<file path="src/rtl/regfile_wb_arb_if.sv">
// ============================================================================
// Module   : regfile_wb_arb_if
// Brief    : Writeback request/grant bundle and regfile write port
// Revision : 1.0 - initial release
// ============================================================================
`default_nettype none

interface regfile_wb_arb_if #(
   parameter int WIDTH = 32,
   parameter int DEPTH = 32,
   parameter int NREQ  = 3
);
   localparam int ADDR = $clog2(DEPTH);

   logic [NREQ-1:0]       req_valid;
   logic [NREQ*ADDR-1:0]  req_reg;
   logic [NREQ*WIDTH-1:0] req_data;
   logic [NREQ-1:0]       req_ready;
   logic                  wr_hold;
   logic                  wr_enable;
   logic [ADDR-1:0]       wr_reg;
   logic [WIDTH-1:0]      wr_data;
   logic [15:0]           wr_count;

   modport master (
      output req_valid, req_reg, req_data, wr_hold,
      input  req_ready, wr_enable, wr_reg, wr_data, wr_count
   );

   modport slave (
      input  req_valid, req_reg, req_data, wr_hold,
      output req_ready, wr_enable, wr_reg, wr_data, wr_count
   );
endinterface

`default_nettype wire

</file>
<file path="src/rtl/regfile_wb_arb.sv">
// ============================================================================
// Module   : regfile_wb_arb
// Brief    : Round-robin writeback arbiter feeding one regfile write port
// Revision : 1.0 - initial release
// ============================================================================
`default_nettype none

module regfile_wb_arb #(
   parameter int WIDTH = 32,
   parameter int DEPTH = 32,
   parameter int NREQ  = 3
) (
   input  wire logic       clk,
   input  wire logic       reset_n,
   regfile_wb_arb_if.slave bus
);
   localparam int          ADDR      = $clog2(DEPTH);
   localparam int          PW        = $clog2(NREQ);
   localparam logic [15:0] C_CNT_MAX = 16'hFFFF;

   logic [PW-1:0]    r_rr_ptr;
   logic             r_wr_enable;
   logic [ADDR-1:0]  r_wr_reg;
   logic [WIDTH-1:0] r_wr_data;
   logic [15:0]      r_wr_count;

   logic             w_found;
   logic [PW-1:0]    w_gnt_idx;
   logic             w_xfer;
   logic [NREQ-1:0]  w_ready;
   logic [ADDR-1:0]  w_sel_reg;
   logic [WIDTH-1:0] w_sel_data;

   function automatic logic [PW-1:0] wrap_add(input logic [PW-1:0] base, input int unsigned off);
      int unsigned s;
      s = 32'(base) + off;
      if (s >= NREQ) s = s - NREQ;
      return s[PW-1:0];
   endfunction

   // Scan from the highest offset down so the nearest valid requester wins.
   always_comb begin
      w_found   = 1'b0;
      w_gnt_idx = '0;
      for (int k = NREQ - 1; k >= 0; k--) begin
         if (bus.req_valid[wrap_add(r_rr_ptr, k)]) begin
            w_found   = 1'b1;
            w_gnt_idx = wrap_add(r_rr_ptr, k);
         end
      end
   end

   always_comb begin
      w_xfer     = w_found & ~bus.wr_hold & reset_n;
      w_ready    = '0;
      if (w_xfer) w_ready[w_gnt_idx] = 1'b1;
      w_sel_reg  = bus.req_reg[w_gnt_idx*ADDR +: ADDR];
      w_sel_data = bus.req_data[w_gnt_idx*WIDTH +: WIDTH];
   end

   // Writes to register 0 are accepted but never reach the regfile.
   always_ff @(posedge clk) begin
      if (!reset_n) begin
         r_rr_ptr    <= '0;
         r_wr_enable <= 1'b0;
         r_wr_reg    <= '0;
         r_wr_data   <= '0;
         r_wr_count  <= '0;
      end else begin
         r_wr_enable <= 1'b0;
         if (w_xfer) begin
            r_rr_ptr <= wrap_add(w_gnt_idx, 1);
            if (w_sel_reg != '0) begin
               r_wr_enable <= 1'b1;
               r_wr_reg    <= w_sel_reg;
               r_wr_data   <= w_sel_data;
               if (r_wr_count != C_CNT_MAX) r_wr_count <= r_wr_count + 16'd1;
            end
         end
      end
   end

   assign bus.req_ready = w_ready;
   assign bus.wr_enable = r_wr_enable;
   assign bus.wr_reg    = r_wr_reg;
   assign bus.wr_data   = r_wr_data;
   assign bus.wr_count  = r_wr_count;
endmodule

`default_nettype wire

</file>
<file path="src/flat_wrapper.sv">
// flat-port wrapper written by rule: the top's interface ports become plain ports
module regfile_wb_arb_flat 
#(
   parameter int WIDTH = 32,
   parameter int DEPTH = 32,
   parameter int NREQ  = 3
)
  (clk, reset_n, bus_req_valid, bus_req_reg, bus_req_data, bus_wr_hold, bus_req_ready, bus_wr_enable, bus_wr_reg, bus_wr_data, bus_wr_count);
  regfile_wb_arb_if #(.WIDTH(WIDTH), .DEPTH(DEPTH), .NREQ(NREQ)) bus_i ();
  input  wire logic clk;
  input  wire logic reset_n;
  input wire logic [$bits(bus_i.req_valid)-1:0] bus_req_valid;
  input wire logic [$bits(bus_i.req_reg)-1:0] bus_req_reg;
  input wire logic [$bits(bus_i.req_data)-1:0] bus_req_data;
  input wire logic [$bits(bus_i.wr_hold)-1:0] bus_wr_hold;
  output wire logic [$bits(bus_i.req_ready)-1:0] bus_req_ready;
  output wire logic [$bits(bus_i.wr_enable)-1:0] bus_wr_enable;
  output wire logic [$bits(bus_i.wr_reg)-1:0] bus_wr_reg;
  output wire logic [$bits(bus_i.wr_data)-1:0] bus_wr_data;
  output wire logic [$bits(bus_i.wr_count)-1:0] bus_wr_count;
  assign bus_i.req_valid = bus_req_valid;
  assign bus_i.req_reg = bus_req_reg;
  assign bus_i.req_data = bus_req_data;
  assign bus_i.wr_hold = bus_wr_hold;
  assign bus_req_ready = bus_i.req_ready;
  assign bus_wr_enable = bus_i.wr_enable;
  assign bus_wr_reg = bus_i.wr_reg;
  assign bus_wr_data = bus_i.wr_data;
  assign bus_wr_count = bus_i.wr_count;
  regfile_wb_arb #(.WIDTH(WIDTH), .DEPTH(DEPTH), .NREQ(NREQ)) u_core (.clk(clk), .reset_n(reset_n), .bus(bus_i));
endmodule
</file>
<file path="config.mk">
export PLATFORM = sky130hd
export DESIGN_NAME = regfile_wb_arb_flat
export DESIGN_NICKNAME = d
export VERILOG_FILES = /design/src/rtl/regfile_wb_arb_if.sv /design/src/rtl/regfile_wb_arb.sv /design/src/flat_wrapper.sv
export SDC_FILE = /design/constraint.sdc
export NUM_CORES = 1
export LEC_CHECK = 0
export ABC_AREA = 1
export CAP_MARGIN = 20
export CORE_ASPECT_RATIO = 0.7
export CORE_MARGIN = 2
export CORE_UTILIZATION = 45
export CTS_CLUSTER_SIZE = 16
export DETAILED_ROUTE_END_ITERATION = 10
export GPL_TIMING_DRIVEN = 0
export PLACE_DENSITY = 0.9
export SLEW_MARGIN = 0
export SYNTH_ARGS = -nofsm -noshare
export SYNTH_HDL_FRONTEND = slang
export SYNTH_SLANG_ARGS = --single-unit
</file>
<file path="constraint.sdc">
create_clock -name clk -period 5.5 [get_ports clk]
set_input_delay 1.65 -clock clk [delete_from_list [all_inputs] [get_ports clk]]
set_output_delay 1.65 -clock clk [all_outputs]
set_load 0.02 [all_outputs]
</file>
==> run_results.csv <==
group,metric,value,unit
run_status,status,"finished, final reports clean",
sta,whs,0.4739,ns
synthesis,ys_seq_area_share,30.70,%
worst_setup_path,worst_r2r_path_depth,19,
flow_run,maxCapViolations,0,
placement,place_area,5500,sq um
sta,period_needed,5.398,ns
worst_setup_path,slowest_delay,0.57,ns
synthesis,synth_nets,730,
worst_setup_path,cp_data_required_time,3.85,ns
pwr,p_leak,2.402,nW
floorplanning,die_h,79.38,um
placement,post-place-ws,-0.2177,ns
worst_setup_path,start_kind,"primary input",
worst_setup_path,rr_startpoint,"u_core.r_rr_ptr[0]",
detailed_routing,drtIter0Drc,515,
sta,slew_headroom,56.33,%
synthesis,synth-seq-cells,56,
sta,finalCritPeriodShare,98.15,%
placement,hpwl,10.82,mm
synthesis,synth_cells,609,
worst_setup_path,r2r_setup_slack,2.50,ns
sta,final-setup-viol-count,0,
worst_setup_path,cp-startpoint,"bus_req_valid[2]",
placement,place_congestion,0.9763,
global_route,grt-ovfl-total,0,
pwr,p_total,0.002425,W
worst_setup_path,r2r_end,"u_core.bus.wr_data[31]",
worst_setup_path,arrival,3.75,ns
synthesis,synth_ff_type,"dfxtp_1",
detailed_routing,wl_per_cell,15.76,um
hold_path,hp-start,"u_core.bus.wr_data[2]",
clock_tree,cts.htree.levels,2,
floorplanning,io_pins,174,
worst_setup_path,cp_cell_sequence,"clkdlybuf4s50_1 -> inv_1 -> o21ai_1 -> nand3_1 -> nand3_4 -> nand2_4 -> buf_4 -> nor3_1 -> dlygate4sd2_1",
final_layout,largest_register_ffs,32,
sta,maxSlewViolCount,0,
clock_tree,clockBufferDepth,2,
global_route,grt_usage,30.49,%
hold_path,hold_class,"flop to flop",
sta,worstMarginPinSlew,0.6491,ns
sta,fin_ws,0.1019,ns
worst_setup_path,crit_path_top_delay_cell,"clkdlybuf4s50_1",
clock_tree,clkSinkCount,56,
final_layout,regArea,1121,sq um
global_route,grt_pass1_vias,4565,
clock_tree,holdBufCountCts,0,
synthesis,syn-cell-area,3652,sq um
floorplanning,die_area,8864,sq um
synthesis,synthArstFlopShare,0,%
floorplanning,num_rows,27,
worst_setup_path,path_max_fanout,10,
clock_tree,cts_root_buffer,"clkbuf_16",
global_route,grt_pass1_wl,21.88,mm
hold_path,holdPathStages,2,
floorplanning,core,7871,sq um
sta,rsz0062_at_grt,"false",
sta,skew,0.009529,ns
clock_tree,cts_tree,"built",
placement,io_buffers,172,
final_layout,multi_input_area,2123,sq um
floorplanning,initial_core_util,46.40,%
pwr,ir_drop,0.2682,mV
synthesis,postSynthAreaPerCell,5.997,sq um
global_route,grt_max_degree,18,
worst_setup_path,path_buf_inv,4,
worst_setup_path,crit_type,"primary input to primary output",
final_layout,drive_gt1_share,6.853,%
synthesis,yosys_warnings,0,
final_layout,diodes,0,
sta,hold_violations,0,
final_layout,fin_nets,908,
clock_tree,postCtsSetupRepairBufs,0,
detailed_routing,post-route-drc-count,0,
detailed_routing,viasPerCell,5.496,
pwr,power.density,430.2,nW/um^2
clock_tree,clkTransAtPathRegs,0.07,ns
detailed_routing,postRouteAntennaNets,0,
hold_path,hold-path-endpoint,"u_core.bus.wr_data[2]",
detailed_routing,drtPass1Iterations,7,
global_route,antenna_found_initial,0,
final_layout,syn2layout_area_growth,54.33,%
clock_tree,cts_inserted_buffers,5,
synthesis,synth_edf_count,0,
clock_tree,clk_latency,0.30,ns
detailed_routing,wl,14.01,mm
final_layout,fin_area,5637,sq um
worst_setup_path,cp-end-kind,"primary output",
final_layout,num-fill-cells,684,
synthesis,ys_types,29,
sta,fmax,0.1853,GHz
worst_setup_path,crit_family,"buffers and inverters",
detailed_routing,dr_total_vias,4886,
floorplanning,dieWidth,111.7,um
==> timing repair <==
action,4_1_cts,5_1_grt
gates resized for setup,3,4
pin swaps,0,0
setup endpoints to repair,3,3
==> stage by stage <==
step / std cells / TNS (ns) / util, %
after floorplan: 609 / 0 / -
after global placement: 882 / -0.2138 / 69.88
after detailed placement: 882 / -0.4036 / 69.88
after CTS: 890 / 0 / 71.67
after global routing: 889 / 0 / 71.61
final: 889 / 0 / 71.61
==> synth_stat cells (2+ instances only) <==
| cell | n | share of area (%) |
|---|---|---|
| nand3_2 | 2 | 0.55 |
| clkbuf_1 | 17 | 1.7 |
| nand3b_1 | 2 | 0.41 |
| nor2_1 | 99 | 10 |
| nor2_2 | 3 | 0.51 |
| nand2_2 | 5 | 0.86 |
| o21ai_1 | 2 | 0.27 |
| ha_1 | 4 | 1.4 |
| inv_2 | 15 | 1.5 |
| a21oi_1 | 55 | 7.5 |
| nand2_1 | 159 | 16 |
| buf_6 | 7 | 2.2 |
| buf_1 | 5 | 0.51 |
| nor4_1 | 3 | 0.51 |
| nand3_1 | 84 | 12 |
| nor2_4 | 2 | 0.62 |
| nor3_1 | 8 | 1.1 |
| nand4_1 | 25 | 4.3 |
| o21ai_0 | 3 | 0.41 |
| buf_2 | 8 | 1.1 |
| dfxtp_1 | 56 | 31 |
| inv_1 | 38 | 3.9 |
==> worst register-to-register path, cell delays in order (launching register included) <==
cell and delay [ns]:
dfxtp_1 0.35, inv_1 0.09, ha_1 0.40, inv_2 0.09
nand2_1 0.12, nand3_2 0.09, nand2_1 0.13, nand2_1 0.11
nand3_4 0.13, nand2_4 0.13, nor2_4 0.18, nand2_1 0.09
nand2_1 0.10, nor2_2 0.04, nand3_2 0.10, nand2_2 0.10
inv_2 0.19, buf_2 0.28, nor2_1 0.08, nor2_1 0.12
==> layout make-up <==
class,count,share of cell area (%)
plain buffers,37,3.685
clock buffers,6,2.286
clock inverters,2,0.2886
inverters,53,3.529
multi-input cells,462,37.67
flip-flops and latches,56,19.89
well taps,101,2.242
repair buffers,172,30.41
==> report_power, final <==
part | switching, W | internal [W]
sequential | 0.0000450 | 0.000484
combinational | 0.000986 | 0.000591
clock | 0.000149 | 0.000170
==> worst max path at each step <==
stage	endpoint	slack (ns)	depth (start not counted)
final	bus_req_ready[0]	0.10	9
after global placement	bus_req_ready[0]	-0.18	12
after CTS	bus_req_ready[0]	0.007	12
after global routing	bus_req_ready[0]	0.003	9
after floorplan	bus_req_ready[0]	0.95	10
after detailed placement	bus_req_ready[0]	-0.22	12
==> metal layers <==
layer | vias to the layer above | routed length (um) | global-route usage (%)
li1 | 2323 | - | -
met1 | 2226 | 5761 | 37.87
met2 | 304 | 6614 | 55.09
met3 | 33 | 1372 | 5.847
met4 | 0 | 263 | 7.160
met5 | - | 0 | 0
==> cell families after synthesis <==
logic type               share of synthesized area (%)
AND/OR/NAND/NOR                                  47.65
buffers and inverters                            11.17
AO/OA/AOI/OAI                                    8.873
flip-flops                                       30.70
XOR/XNOR                                        0.2399
adder cells (fa/ha/maj)                          1.370
==> cells in the final DEF (no fill, tap or decap), types with 2 or more instances in the layout <==
cell type        instances
clkdlybuf4s50_1        169
nand2_1                159
nor2_1                  99
nand3_1                 84
dfxtp_1                 56
a21oi_1                 55
inv_1                   38
nand4_1                 25
clkbuf_1                17
inv_2                   15
nor3_1                   8
buf_2                    7
buf_6                    7
nand2_2                  5
buf_1                    5
clkbuf_16                5
ha_1                     4
o21ai_0                  3
nor2_2                   3
nor4_1                   3
nor2_4                   2
o21ai_1                  2
nand3_2                  2
buf_4                    2
nand3b_1                 2
dlygate4sd2_1            2
Power figures use the tool's default switching activity.
